`src/rtl/imem_loader.sv`:
```
// imem_loader: streams a length-prefixed big-endian program into instruction memory while holding the CPU.
// Define IMEM_LOADER_CHECKSUM_EN to require a trailing XOR checksum byte after the last word.
module imem_loader #(
  parameter int unsigned DEPTH = 64
) (
  input  logic        clk,
  input  logic        rst,
  input  logic        start,
  input  logic        byte_valid,
  input  logic [7:0]  byte_data,
  output logic        byte_ready,
  output logic        wr_en,
  output logic [31:0] wr_addr,
  output logic [31:0] wr_data,
  output logic        cpu_hold,
  output logic        done,
  output logic        error
);
  typedef enum logic [2:0] {IDLE, LEN_HI, LEN_LO, DATA, WRITE, CHK, DONE, ERR} state_t;
`ifdef IMEM_LOADER_CHECKSUM_EN
  localparam state_t FIN = CHK;
  logic [7:0] chk;
`else
  localparam state_t FIN = DONE;
`endif
  state_t state, next;
  logic [7:0]  len_hi;
  logic [15:0] len, idx, n;
  logic [1:0]  bidx;
  logic [23:0] word;
  logic        xfer, restart;
  assign n       = {len_hi, byte_data};
  assign xfer    = byte_valid & byte_ready;
  assign restart = start & (state == IDLE || state == DONE || state == ERR);
  always_ff @(posedge clk or negedge rst)
    if (!rst) state <= IDLE;
    else state <= next;
  always_comb begin
    next       = state;
    byte_ready = state == LEN_HI || state == LEN_LO || state == DATA || state == CHK;
    wr_en      = state == WRITE;
    done       = state == DONE;
    error      = state == ERR;
    cpu_hold   = state != DONE;
    case (state)
      IDLE, DONE, ERR: next = start ? LEN_HI : state;
      LEN_HI: next = xfer ? LEN_LO : state;
      LEN_LO: next = !xfer ? state : ({16'd0, n} > DEPTH) ? ERR : (n == '0) ? FIN : DATA;
      DATA:   next = (xfer && bidx == 2'd3) ? WRITE : state;
      WRITE:  next = ({16'd0, idx} + 32'd1 < {16'd0, len}) ? DATA : FIN;
`ifdef IMEM_LOADER_CHECKSUM_EN
      CHK:    next = !xfer ? state : (byte_data == chk) ? DONE : ERR;
`endif
      default: next = IDLE;
    endcase
  end
  always_ff @(posedge clk or negedge rst)
    if (!rst) begin
      len_hi  <= '0;
      len     <= '0;
      idx     <= '0;
      bidx    <= '0;
      word    <= '0;
      wr_addr <= '0;
      wr_data <= '0;
`ifdef IMEM_LOADER_CHECKSUM_EN
      chk     <= '0;
`endif
    end else begin
      if (restart) begin
        idx  <= '0;
        bidx <= '0;
        word <= '0;
`ifdef IMEM_LOADER_CHECKSUM_EN
        chk  <= '0;
`endif
      end
      if (xfer && state == LEN_HI) len_hi <= byte_data;
      if (xfer && state == LEN_LO) len <= n;
      if (xfer && state == DATA) begin
        bidx <= bidx + 2'd1;
        word <= {word[15:0], byte_data};
`ifdef IMEM_LOADER_CHECKSUM_EN
        chk  <= chk ^ byte_data;
`endif
        // address/data latch on the final byte so they are valid throughout WRITE and hold afterwards
        if (bidx == 2'd3) begin
          wr_data <= {word, byte_data};
          wr_addr <= {14'd0, idx, 2'b00};
        end
      end
      if (state == WRITE) idx <= idx + 16'd1;
    end
endmodule

```
`config.mk`:
```
export PLATFORM = sky130hd
export DESIGN_NAME = imem_loader
export DESIGN_NICKNAME = d
export VERILOG_FILES = /design/src/rtl/imem_loader.sv
export SDC_FILE = /design/constraint.sdc
export NUM_CORES = 1
export LEC_CHECK = 0
export CAP_MARGIN = 10
export CELL_PAD_IN_SITES_DETAIL_PLACEMENT = 0
export CELL_PAD_IN_SITES_GLOBAL_PLACEMENT = 1
export CORE_MARGIN = 5
export CORE_UTILIZATION = 39
export DETAILED_ROUTE_END_ITERATION = 10
export PLACE_DENSITY = 0.74
export SETUP_SLACK_MARGIN = 0.2
export SYNTH_ARGS = -nofsm -noshare
export SYNTH_HDL_FRONTEND = slang
export SYNTH_SLANG_ARGS = --single-unit
export TNS_END_PERCENT = 50
```
`constraint.sdc`:
```
create_clock -name clk -period 2.6 [get_ports clk]
set_input_delay 0.26 -clock clk [delete_from_list [all_inputs] [get_ports clk]]
set_output_delay 0.26 -clock clk [all_outputs]
set_load 0.02 [all_outputs]
```
# Yosys cells after proc, flatten, opt, wreduce, memory -nomap -nowiden
# Cells that the tools add are included.
# totals
ff_bits,117
latch_bits,0
ramBits,0
mem_bits_ro,0
inputBits,12
out_inout_bits,69
wordCells,58
memories,0
# op_classes
n_addsub,3
mul,0
div_mod_pow,0
order_cmp,2
eq_ne,13
shifts,0
muxes,14
n_bitwise,2
reduce_logical,16
# op_table
op,count
$mux W24,2
$mux W16,2
$mux W3,7
$add A16 B1 Y17 const B,1
$lt A17 B16 Y1,1
$add A16 B1 Y16 const B,1
$gt A16 B7 Y1 const B,1
$logic_not A16 Y1,1
$pmux W3 S5,1
$eq A3 B3 Y1 const B,4
$eq A3 B2 Y1 const B,2
$ne A2 B2 Y1 const B,3
$logic_or A1 B1 Y1,5
$logic_and A1 B1 Y1,4
$mux W2,2
$reduce_and A4 Y1,1
$reduce_bool A2 Y1,2
$eq A3 B1 Y1 const B,1
$logic_not A3 Y1,1
$ne A3 B3 Y1 const B,1
$reduce_or A3 Y1,1
$add A2 B1 Y2 const B,1
$and A1 B1 Y1,2
$eq A2 B2 Y1 const B,1
other kinds (2),2

# Depth between registers and ports, before layout
# depth
word_depth,8
ltp_mapped,12

# Least setup slack after synthesis
# OpenSTA, ideal clock, no wires.
# synth_timing
kind,register to register
from,register idx[0]
to,register state[2]
arrival_ns,2.630
setup_slack_ns,-0.177
path_stages_with_launch,13
n_path_buf,0
period_less_slack_ns,2.777
cell_sequence,dfrtp_1 ha_1 nand2_1 nor3_1 nand3_1 xnor2_1 ha_1 a21oi_1 o21ai_0 a2111oi_0 o31ai_1 a21oi_1 o221ai_1
# synth_via
elab_chain_cells,4
# synth_rtl
item,line,text
start: declaration,28,"logic [15:0] len, idx, n;"
start signal: assignment,92,if (state == WRITE) idx <= idx + 16'd1;
$add A16 B1 Y17,50,"WRITE: next = ({16'd0, idx} + 32'd1 < {16'd0, len}) ? DATA : FIN;"
$lt A17 B16 Y1,50,
$mux W3,50,
$pmux W3 S5,45,case (state)
end signal: assignment,37,else state <= next;
end: declaration,26,"state_t state, next;"
# Every way passes these cells.
# A chain may end at the register's enable or synchronous reset.

# Final worst setup path
# layout_timing
from,register idx[1]
to,register state[0]
# The elaborated chain is that of the path after synthesis.

==> qor.csv <==
metric;value;unit
GRT overflow;0;
Layout Nets;583;
chip height;127;um
sequential share of power;37.8;%
Tightest Pin Transition;0.708;ns
most frequent cells in the layout;115 x dfrtp_1, 62 x clkdlybuf4s50_1, 49 x mux2_2;
wire per inst;16.3;um
most used cell, CP;a21oi_2;
CP peak stage delay;0.41;ns
EDFF count, synth;0;
via count;3737;
area of placed instances;0.00637;sq mm
die area;0.0162;sq mm
share of cells above drive strength 1;28.0;%
Slowest-stage cell, CP;dfrtp_2;
synthesis-stage register bit count;117;
asr flop ratio synth;100;%
count of final hold-check violations;0;
DRC Markers;0;
CP endpoint;state[0];
fin. max-slew vios;0;
worst skew pair latency;0.41;ns
clk sinks;117;
worst path required time;2.95;ns
critical path peak fanout;5;
Fmax achieved;396;MHz
top cells by area, synth;dfrtp_1 55%, mux2_2 10%, a22o_1 5.1%;
Psw;0.00222;W
RSZ-0062 raised after global routing;yes;
post-route cell area;0.00717;sq mm
Clock power frac;35.0;%
Worst path depth;12;
outcome;complete, no violations;
mapped cell area;0.00536;sq mm
WP buf/inv;0;
CP Launch Type;flip-flop;
row cnt;42;
Sw Ratio;31.3;%
Cells after Synth;453;
Vias per Instance;5.03;
max-cap check violation count;0;
Distinct cells, synth;45;
FF/Latch Area;0.00293;sq mm
reg2reg end;state[0];
worst-case clock buffer depth;2;
worst path arrival time;2.87;ns
Total GRT Usage;15.5;%
RePlAce Congestion;0.823;
most common cell after layout, fill and taps aside;dfrtp_1;
first-pass GRT wire length;19.9;mm
Setup crit start;idx[1];
core area;0.0133;sq mm
drt pass-1 iters;4;
Gate power share;27.2;%
Final min period;2.52;ns
H-Tree Depth;4;
detailed-route wire length;12.1;mm
Initial Utilization;40.1;%
maximum number of pins on one net before global-route repair;118;
Area Overhead vs Synth;33.8;%
root buf cell;clkbuf_16;
setup slack, reg-to-reg;0.08;ns
yosys warns;0;
Layout Skew;0.0101;ns
Tot Pwr;0.00712;W
Leakage Power;3.49;nW
element type at the critical path end;flip-flop;
Final Setup Violations;0;
Hold Path Class;in2async;
DP HPWL;8.24;mm
cell family with most CP delay;compound AO/OA/AOI/OAI gates;
Main synth FF type;dfrtp_1;
Slew HR;52.8;%
antenna cells;0;
number of fill cells;1154;
Die W;127;um
worst-case reg-to-reg path depth;12;
Internal Power;0.00489;W
worst r2r src;idx[1];
IR drop worst, VDD;0.497;mV
CTS tree;built;
Clock transition at path regs;0.06;ns
crit-path cells;ha_4 > nand2_4 > nor3_4 > nand3_2 > xnor2_2 > ha_1 > a21oi_2 > o21ai_2 > a2111oi_4 > o31ai_2 > a21oi_2 > a41o_1;
leading area contributor after synthesis;dfrtp_1;
multi-input combinational cell area;0.00231;sq mm
syn avg cell area;11.8;sq um
post-synth top area share;54.6;%
CTS buffer count;17;
critical path class;reg2reg;
period utilization;97.0;%
Antenna Nets Post-Route;0;
antenna violations before repair;0;
sequential cell area fraction in the yosys report;54.6;%
PortBufs;64;
I/O pin cnt;81;
DRT iter0 DRCs;252;
Sum Neg Setup Slack;0;ns
Pwr Density;993;mW/mm^2
number of global-route vias before repair;3870;
==> power by group through the flow <==
stage / clock network, W / logic [W] / registers [W]
6_report: 0.00249 / 0.00194 / 0.00269
5_1_grt: 0.00261 / 0.00214 / 0.00275
4_1_cts: 0.00253 / 0.00190 / 0.00268
3_5_place_dp: 0 / 0.00186 / 0.00271
3_3_place_gp: 0 / 0.00183 / 0.00270
2_1_floorplan: 0 / 0.00116 / 0.00270
==> metal layers <==
metal,part of all wire [%],GRT usage [%]
met1,46,20.7
met2,49,24.8
met3,4.3,3.88
met4,0.93,5.30
met5,0,0
==> per-stage QoR <==
stage	util (%)	hold WS [ns]	std cells	setup slack [ns]
2_1_floorplan	-	-0.0356	468	0.121
5_1_grt	53.7	0.517	743	-0.0335
3_5_place_dp	47.7	0.405	703	-0.106
4_1_cts	52.8	0.490	739	0.00172
3_3_place_gp	47.7	0.393	703	0.0183
6_report	53.7	0.468	743	0.0776
==> registers in the layout (all words and copies together), names as in the netlist <==
signal and flops:
wr_data 32, word 24, idx 16, len 16, wr_addr 16, len_hi 8, state 3, bidx 2
==> worst min path at each step <==
stage | depth (start not counted) | slack (ns) | end | startpoint
CTS | 2 | 0.49 | wr_addr[17] | wr_addr[17]
floorplan | 0 | -0.04 | bidx[0] | rst
global placement | 2 | 0.39 | wr_data[6] | rst
finish | 3 | 0.47 | wr_data[6] | rst
detailed placement | 2 | 0.40 | word[6] | rst
global route | 1 | 0.52 | wr_data[5] | wr_data[5]
==> layout make-up <==
class / instances / share of cell area (%)
Tap cell: 176 / 3.07
Multi-Input combinational cell: 290 / 32.3
Inverter: 21 / 1.13
Clock buffer: 21 / 6.42
Clock inverter: 11 / 2.43
Timing Repair Buffer: 107 / 13.8
Sequential cell: 117 / 40.9
==> logic make-up (layout without fill, tap and decap cells) <==
family | count (synthesis) | in the layout | synth area share [%]
AOI/OAI and AO/OA | 95 | 95 | 12.0
xor gates and xnor gates | 15 | 15 | 2.45
other | 1 | 16 | 0.0700
adders and majority gates | 17 | 17 | 3.97
DFF | 117 | 117 | 54.6
muxes | 57 | 57 | 12.5
and+or+nand+nor | 90 | 90 | 8.22
buffers and inverters | 61 | 160 | 6.07
==> tightest hold or removal path, cell delays in order <==
cell	delay, ns
dlygate4sd3_1	0.52
buf_4	0.11
buf_12	0.45
==> Yosys cell counts (12+ instances only) <==
cell type  count
inv_1         20
ha_1          17
nand2_1       35
buf_4         17
nor2_1        19
a22o_1        31
nand3_1       12
a21oi_1       13
mux2_2        49
o21ai_0       32
dfrtp_1      117
clkbuf_1      14
==> repair_timing <==
item / in CTS / in global routing
hold buffers: 1 / 0
pin swaps: 2 / 4
gates resized for setup: 5 / 18
endpoints found under the setup margin: 3 / 3
gates cloned: 0 / 0
hold endpoints to repair: 117 / 0
buffers inserted: 3 / 4
Power figures use the tool's default switching activity.
